`config.mk`:
```
export PLATFORM = sky130hd
export DESIGN_NAME = icache_resp_buffer
export DESIGN_NICKNAME = d
export VERILOG_FILES = /design/src/rtl/icache_resp_buffer.sv
export SDC_FILE = /design/constraint.sdc
export NUM_CORES = 1
export LEC_CHECK = 0
export CAP_MARGIN = 20
export CORE_MARGIN = 4
export CORE_UTILIZATION = 49
export DETAILED_ROUTE_END_ITERATION = 8
export GPL_TIMING_DRIVEN = 0
export PLACE_DENSITY = 0.75
export SYNTH_ARGS = -nofsm -noshare
export SYNTH_HDL_FRONTEND = slang
export SYNTH_SLANG_ARGS = --single-unit
```
`constraint.sdc`:
```
create_clock -name clk -period 22 [get_ports clk]
set_input_delay 3.3 -clock clk [delete_from_list [all_inputs] [get_ports clk]]
set_output_delay 3.3 -clock clk [all_outputs]
set_load 0.1 [all_outputs]
```
`src/rtl/icache_resp_buffer.sv`:
```
`default_nettype none
// ============================================================================
// Module      : icache_resp_buffer
// Description : In-order response FIFO between the icache data array and fetch,
//               with read-credit return, flush draining and sticky error flags.
// Revision    : 1.0 - initial release
// ============================================================================
module icache_resp_buffer #(
    parameter int DATA_W  = 256,
    parameter int TXNID_W = 4,
    parameter int DEPTH   = 4,
    parameter int CNT_W   = $clog2(DEPTH + 1)
) (
    input  logic               clk,
    input  logic               rst_n,
    input  logic               rd_issue,
    output logic               rd_allow,
    input  logic               in_vld,
    input  logic [DATA_W-1:0]  in_data,
    input  logic [TXNID_W-1:0] in_txnid,
    output logic               out_vld,
    input  logic               out_rdy,
    output logic [DATA_W-1:0]  out_data,
    output logic [TXNID_W-1:0] out_txnid,
    input  logic               flush,
    output logic [CNT_W-1:0]   occupancy,
    output logic               err_ovf,
    output logic               err_unexp
);

    localparam int                 PTR_W   = $clog2(DEPTH);
    localparam logic [CNT_W-1:0]   DEPTH_C = CNT_W'(DEPTH);
    localparam logic [CNT_W-1:0]   CNT_MAX = {CNT_W{1'b1}};
    localparam logic [CNT_W:0]     ONE_X   = (CNT_W + 1)'(1);
    localparam logic [CNT_W:0]     DEPTH_X = (CNT_W + 1)'(DEPTH);

    logic [DATA_W-1:0]  mem_data_q [DEPTH];
    logic [TXNID_W-1:0] mem_id_q   [DEPTH];

    logic [PTR_W-1:0] wr_ptr_q, wr_ptr_d;
    logic [PTR_W-1:0] rd_ptr_q, rd_ptr_d;
    logic [CNT_W-1:0] count_q, count_d;
    logic [CNT_W-1:0] inflight_q, inflight_d;
    logic [CNT_W-1:0] drop_cnt_q, drop_cnt_d;
    logic             err_ovf_q, err_ovf_d;
    logic             err_unexp_q, err_unexp_d;

    logic             full;
    logic             do_pop;
    logic             push_req;
    logic             do_push;
    logic [CNT_W:0]   infl_sum;
    logic [CNT_W:0]   infl_net;
    logic [CNT_W:0]   credit_sum;

    always_comb begin
        full     = (count_q == DEPTH_C);
        do_pop   = (count_q != '0) && out_rdy;
        push_req = in_vld && !flush && (drop_cnt_q == '0);
        // A full buffer still takes the beat when the head leaves this cycle.
        do_push  = push_req && (!full || do_pop);

        infl_sum   = {1'b0, inflight_q} + (CNT_W + 1)'(rd_issue);
        infl_net   = (in_vld && (infl_sum != '0)) ? (infl_sum - ONE_X) : infl_sum;
        inflight_d = infl_net[CNT_W] ? CNT_MAX : infl_net[CNT_W-1:0];

        wr_ptr_d   = wr_ptr_q + PTR_W'(do_push);
        rd_ptr_d   = rd_ptr_q + PTR_W'(do_pop);
        count_d    = count_q + CNT_W'(do_push) - CNT_W'(do_pop);
        drop_cnt_d = drop_cnt_q;
        if (in_vld && (drop_cnt_q != '0)) begin
            drop_cnt_d = drop_cnt_q - CNT_W'(1);
        end

        // Every read still outstanding after the flush cycle must be discarded.
        if (flush) begin
            wr_ptr_d   = '0;
            rd_ptr_d   = '0;
            count_d    = '0;
            drop_cnt_d = inflight_d;
        end

        err_ovf_d   = err_ovf_q   | (push_req && full && !do_pop);
        err_unexp_d = err_unexp_q | (in_vld && (inflight_q == '0) && !rd_issue);

        credit_sum = {1'b0, count_q} + {1'b0, inflight_q};
    end

    always_ff @(posedge clk or negedge rst_n) begin
        if (!rst_n) begin
            wr_ptr_q    <= '0;
            rd_ptr_q    <= '0;
            count_q     <= '0;
            inflight_q  <= '0;
            drop_cnt_q  <= '0;
            err_ovf_q   <= 1'b0;
            err_unexp_q <= 1'b0;
        end else begin
            wr_ptr_q    <= wr_ptr_d;
            rd_ptr_q    <= rd_ptr_d;
            count_q     <= count_d;
            inflight_q  <= inflight_d;
            drop_cnt_q  <= drop_cnt_d;
            err_ovf_q   <= err_ovf_d;
            err_unexp_q <= err_unexp_d;
        end
    end

    // Storage carries no reset; contents are only observed while out_vld is high.
    always_ff @(posedge clk) begin
        if (do_push) begin
            mem_data_q[wr_ptr_q] <= in_data;
            mem_id_q[wr_ptr_q]   <= in_txnid;
        end
    end

    assign rd_allow  = (credit_sum < DEPTH_X);
    assign out_vld   = (count_q != '0);
    assign out_data  = mem_data_q[rd_ptr_q];
    assign out_txnid = mem_id_q[rd_ptr_q];
    assign occupancy = count_q;
    assign err_ovf   = err_ovf_q;
    assign err_unexp = err_unexp_q;

endmodule
`default_nettype wire

```
# Word level (Yosys, flattened, before mapping)
# Memories as Yosys holds them, arrays and structs flattened.
# Index checks and enable logic that the tools add are counted.
[totals] reg_bits=15 ram_bits=1040 output_inout_bits=267 wordCells=51 memories=2
[memory_table] name="mem_data_q" words=4 word_bits=256 read_ports=1 rd_ports_with_merged_regs=0 write_ports=1 line_no="37" source="logic [DATA_W-1:0] mem_data_q [DEPTH];"
[memory_table] name="mem_id_q" words=4 word_bits=4 read_ports=1 rd_ports_with_merged_regs=0 write_ports=1 line_no="38" source="logic [TXNID_W-1:0] mem_id_q [DEPTH];"
[op_classes] addsub=8 order_cmp=1 n_eq_ne=1 muxes=9 bitwise=2 reduce_logical=21
[ops] operator="$mux 3" count=4
[ops] operator="$logic_and 1x1->1" count=10
[ops] operator="$logic_not 3->1" count=2
[ops] operator="$reduce_bool 3->1" count=2
[ops] operator="$add 2x1->2" count=2
[ops] operator="$add 3x1->4" count=1
[ops] operator="$add 3x3->4" count=1
[ops] operator="$logic_not 1->1" count=4
[ops] operator="$lt 4x3->1 const B" count=1
[ops] operator="$mux 2" count=2
[ops] operator="$mux 4" count=1
[ops] operator="$reduce_bool 4->1" count=1
[ops] operator="$sub 4x1->4 const B" count=1
[ops] operator="$add 3x1->3" count=1
[ops] operator="$eq 3x3->1 const B" count=1
[ops] operator="$sub 3x1->3" count=1
[ops] operator="$sub 3x1->3 const B" count=1
[ops] operator="$mux 1" count=2
[ops] operator="$or 1x1->1" count=2
[ops] operator="$reduce_bool 2->1" count=1
[ops] operator="$logic_or 1x1->1" count=1

# Logic depth before layout (Yosys ltp)
[logic_depth] word_depth=7 ltp_mapped=12 mapped_depth_nobuf=12

# Worst setup path after synthesis
# OpenSTA, ideal clock, no wires.
[synth_timing] kind="input port to flip-flop" start="input port in_vld" end="memory mem_data_q[2][0] (enable)" arrival_time_ps=22683 setup_slack_ps=-1937 path_stages=5 path_buffers=1 path_cell_list="buf_4 inv_1 nor3_1 nand2b_1 nor3b_1"
[synth_between] elab_chain_len=5
[synth_lines] element="start: declaration" line_no="18" source="input logic in_vld,"
[synth_lines] element="$logic_and 1x1->1 (2 in a row)" line_no="59" source="push_req = in_vld && !flush && (drop_cnt_q == '0);"
[synth_lines] element="$logic_and 1x1->1" line_no="61" source="do_push = push_req && (!full || do_pop);"
[synth_lines] element="$mux 1" line_no="111" source="if (do_push) begin"
[synth_lines] element="$mux 1 (implied by the code)" line_no="112" source="mem_data_q[wr_ptr_q] <= in_data;"
[synth_lines] element="end: declaration" line_no="37"
# No other way between the ends.

# Worst setup path after layout
[layout_timing] start="register rd_ptr_q[1]" end="output port out_data[241]"
[layout_between] elab_chain_len=1
[layout_lines] element="start: declaration" line_no="41" source="logic [PTR_W-1:0] rd_ptr_q, rd_ptr_d;"
[layout_lines] element="start signal: assignment" line_no="100" source="rd_ptr_q <= rd_ptr_d;"
[layout_lines] element="$mem_v2 4x256"
[layout_lines] element="end: declaration" line_no="23" source="output logic [DATA_W-1:0] out_data,"
# No other way between the ends.

==> flow_summary.toml <==
[synth]
synth.distinct_cells = 44
synthAdderAreaFrac = 0.004089
async_flop_share = 0.01422
synth_top_family_by_area = "multiplexers"
synth_edf_count = 1040
synth_seq_cells = 1055
post_synth_xor_area_fraction = 0.001136
synth_compound_area_frac = 0.004187
syn_nets = 1743
yosysSeqAreaShare = 0.8198
postSynthCellCount = 1465
avgSynthCellArea_sq_um = 26.32
synth_ff_type = "edfxtp_1"
synth-simple-area-share = 0.006037
yosysWarningCount = 0
syn_area_sq_mm = 0.03855
synthMuxAreaShare = 0.1521

[run_status]
status = "finished, final reports clean"

[global_routing]
grtUsageMet3 = 0.06354
grt_busiest_layer = "met2"
met1_usage = 0.2586
use_met2 = 0.3390
grt_pass1_wl_mm = 126.2
grt_remaining_overflow = 0
grt_max_degree = 56
antenna_found_initial = 17
track_usage = 0.2034
grt_pass1_vias = 19410

[critical_path]
end_kind = "primary output"
critPathMaxFanout = 10
cp.required_ns = 18.70
critPathKind = "reg -> out"
arrival_ns = 3.62
startpoint_type = "flip-flop"

[route]
dr.first_iter.drc_count = 1205
via_per_inst = 5.486
vias = 18080
drc = 0
final_antenna_net_count = 0
firstDrtPassIters = 5
totalWireLength_mm = 84.15
wl_per_cell_microns = 25.53

[final_layout]
finalNonFillerCells = 3296
drive_gt1_frac = 0.2323
syn_to_final_growth_pct = 29.54
layout.nets = 2436
stdcell_area_sq_mm = 0.04994
layout_common_cells = "edfxtp_1, clkdlybuf4s50_1, mux4_2"
fin_util = 0.6426
final_common_cell = "edfxtp_1"

[clock_tree]
cts_tree = "yes"
htree_levels = 3
cts_buffers = 104
cts_buffer_depth = 3
cts_setup_buffers = 0
worst_skew_pair.late_latency_ns = 0.64
clock_sinks = 1055
ctsResizeCount = 0
ctsRootBufferMaster = "clkbuf_16"
clk_pin_slew_ns = 0.06
hold_buffers = 0

[pwr]
p_per_area_mw_per_mm2 = 131.4
p_leak_uw = 0.01583
pwr-share-comb = 0.387
power_uw = 6562
seqPwrFrac = 0.346
p_int_uw = 4006
switching_share = 0.3896
max-vdd-ir-drop_mv = 0.1478
switching_power_uw = 2556
p_clk_frac = 0.267

[die]
die_w_microns = 288.5
core_area_sq_mm = 0.07772
rows = 102
die_area_sq_mm = 0.08323
die_h_microns = 288.5
initial_utilization = 0.4960
pin_count = 533

[place]
hpwl_mm = 57.92
io_buffers = 531
place_area_sq_mm = 0.04647
place_congestion = 0.7937
dp.cells = 3091

[timing]
fin_crit_sh = 0.3143
skew_ns = 0.02981
relSlewSlack = 0.2474
worstMarginPinSlew_ns = 1.125
timing.final.crit_period_ns = 6.916
hold_violations = 0
rsz0062_at_grt = "no"
setup_viol = 0
final_max_slew_viol_count = 0
clock.fmax_ghz = 0.1446

[flow_run]
cap_viol_max_count = 0

[hold_path]
hold_class = "reg -> reg"
sequential cells by signal (all words and copies together), names as in the netlist:
signal      count
mem_data_q   1024
mem_id_q       16
drop_cnt_q      3
inflight_q      3
occupancy       3
rd_ptr_q        2
wr_ptr_q        2
err_ovf         1
err_unexp       1
area by class of cell:
class	count	area, sq um
Sequential cell	1055	31610
Multi-Input combinational cell	340	6496
Timing Repair Buffer	587	6599
Buffer	61	451.7
Clock inverter	62	699.4
Inverter	9	33.78
Fill cell	4920	27780
Clock buffer	133	2733
Antenna cell	9	22.52
Tap cell	1040	1301
per-stage QoR:
step / setup TNS [ns] / hold slack (ns) / setup WS [ns]
4_1_cts: 0 / 0.4675 / 14.95
6_report: 0 / 0.4624 / 15.08
2_1_floorplan: 0 / 0.5616 / 6.285
3_5_place_dp: 0 / 0.4485 / 15.09
3_3_place_gp: -998.67 / 0.4451 / -2.580
5_1_grt: 0 / 0.5016 / 14.88
per-layer routing:
metal	up-vias	part of all wire
met5	-	0.0012
met4	16	0.030
met3	154	0.085
met2	600	0.52
met1	9521	0.37
li1	7790	-
cells by family after synthesis:
kind of cell	Yosys count
AOI/OAI and AO/OA	20
xor gates and xnor gates	5
adders and majority gates	12
muxes	261
buffers and inverters	70
DFF	1055
and+or+nand+nor	42
critical path, stage by stage, from the launching register on:
cell	delay [ns]
dfrtp_1	0.32
buf_2	0.29
buf_2	0.48
buf_2	0.37
mux4_2	0.26
clkdlybuf4s50_1	1.21
worst paths after layout:
path	from	slack [ns]	cells after the start	end
worst max-delay path	rd_ptr_q[1]$_DFF_PN0_	15.08	5	out_data[241]
worst min-delay path	err_unexp$_DFF_PN0_	0.46	1	err_unexp$_DFF_PN0_
worst max register to register	drop_cnt_q[0]$_DFFE_PN0P_	18.22	13	mem_data_q[0][173]$_DFFE_PP_
worst min register to register	err_unexp$_DFF_PN0_	0.46	1	err_unexp$_DFF_PN0_
max in group asynchronous	rst_n	18.48	1	wr_ptr_q[0]$_DFF_PN0_
min in group asynchronous	rst_n	3.08	1	occupancy[1]$_DFF_PN0_
synth_stat cells (4+ instances only):
master,number,share of area
nor3_1,4,0.00052
buf_2,28,0.0036
inv_1,8,0.00078
nor2_1,7,0.00068
dfrtp_1,15,0.0097
edfxtp_1,1040,0.81
clkbuf_1,6,0.00058
nand2_1,6,0.00058
buf_6,24,0.0070
mux4_2,260,0.15
nor2b_1,4,0.00065
xnor2_1,4,0.00091
nand2b_1,4,0.00065
ha_1,11,0.0036
power by group through the flow:
stage	Combinational, uW	Sequential, uW	Clock, uW
global placement	2520	2330	0
floorplan	1920	2340	0
detailed placement	2560	2310	0
CTS	2560	2270	1790
global route	2630	2270	1880
finish	2540	2270	1750
(Power assumes the default switching activity.)
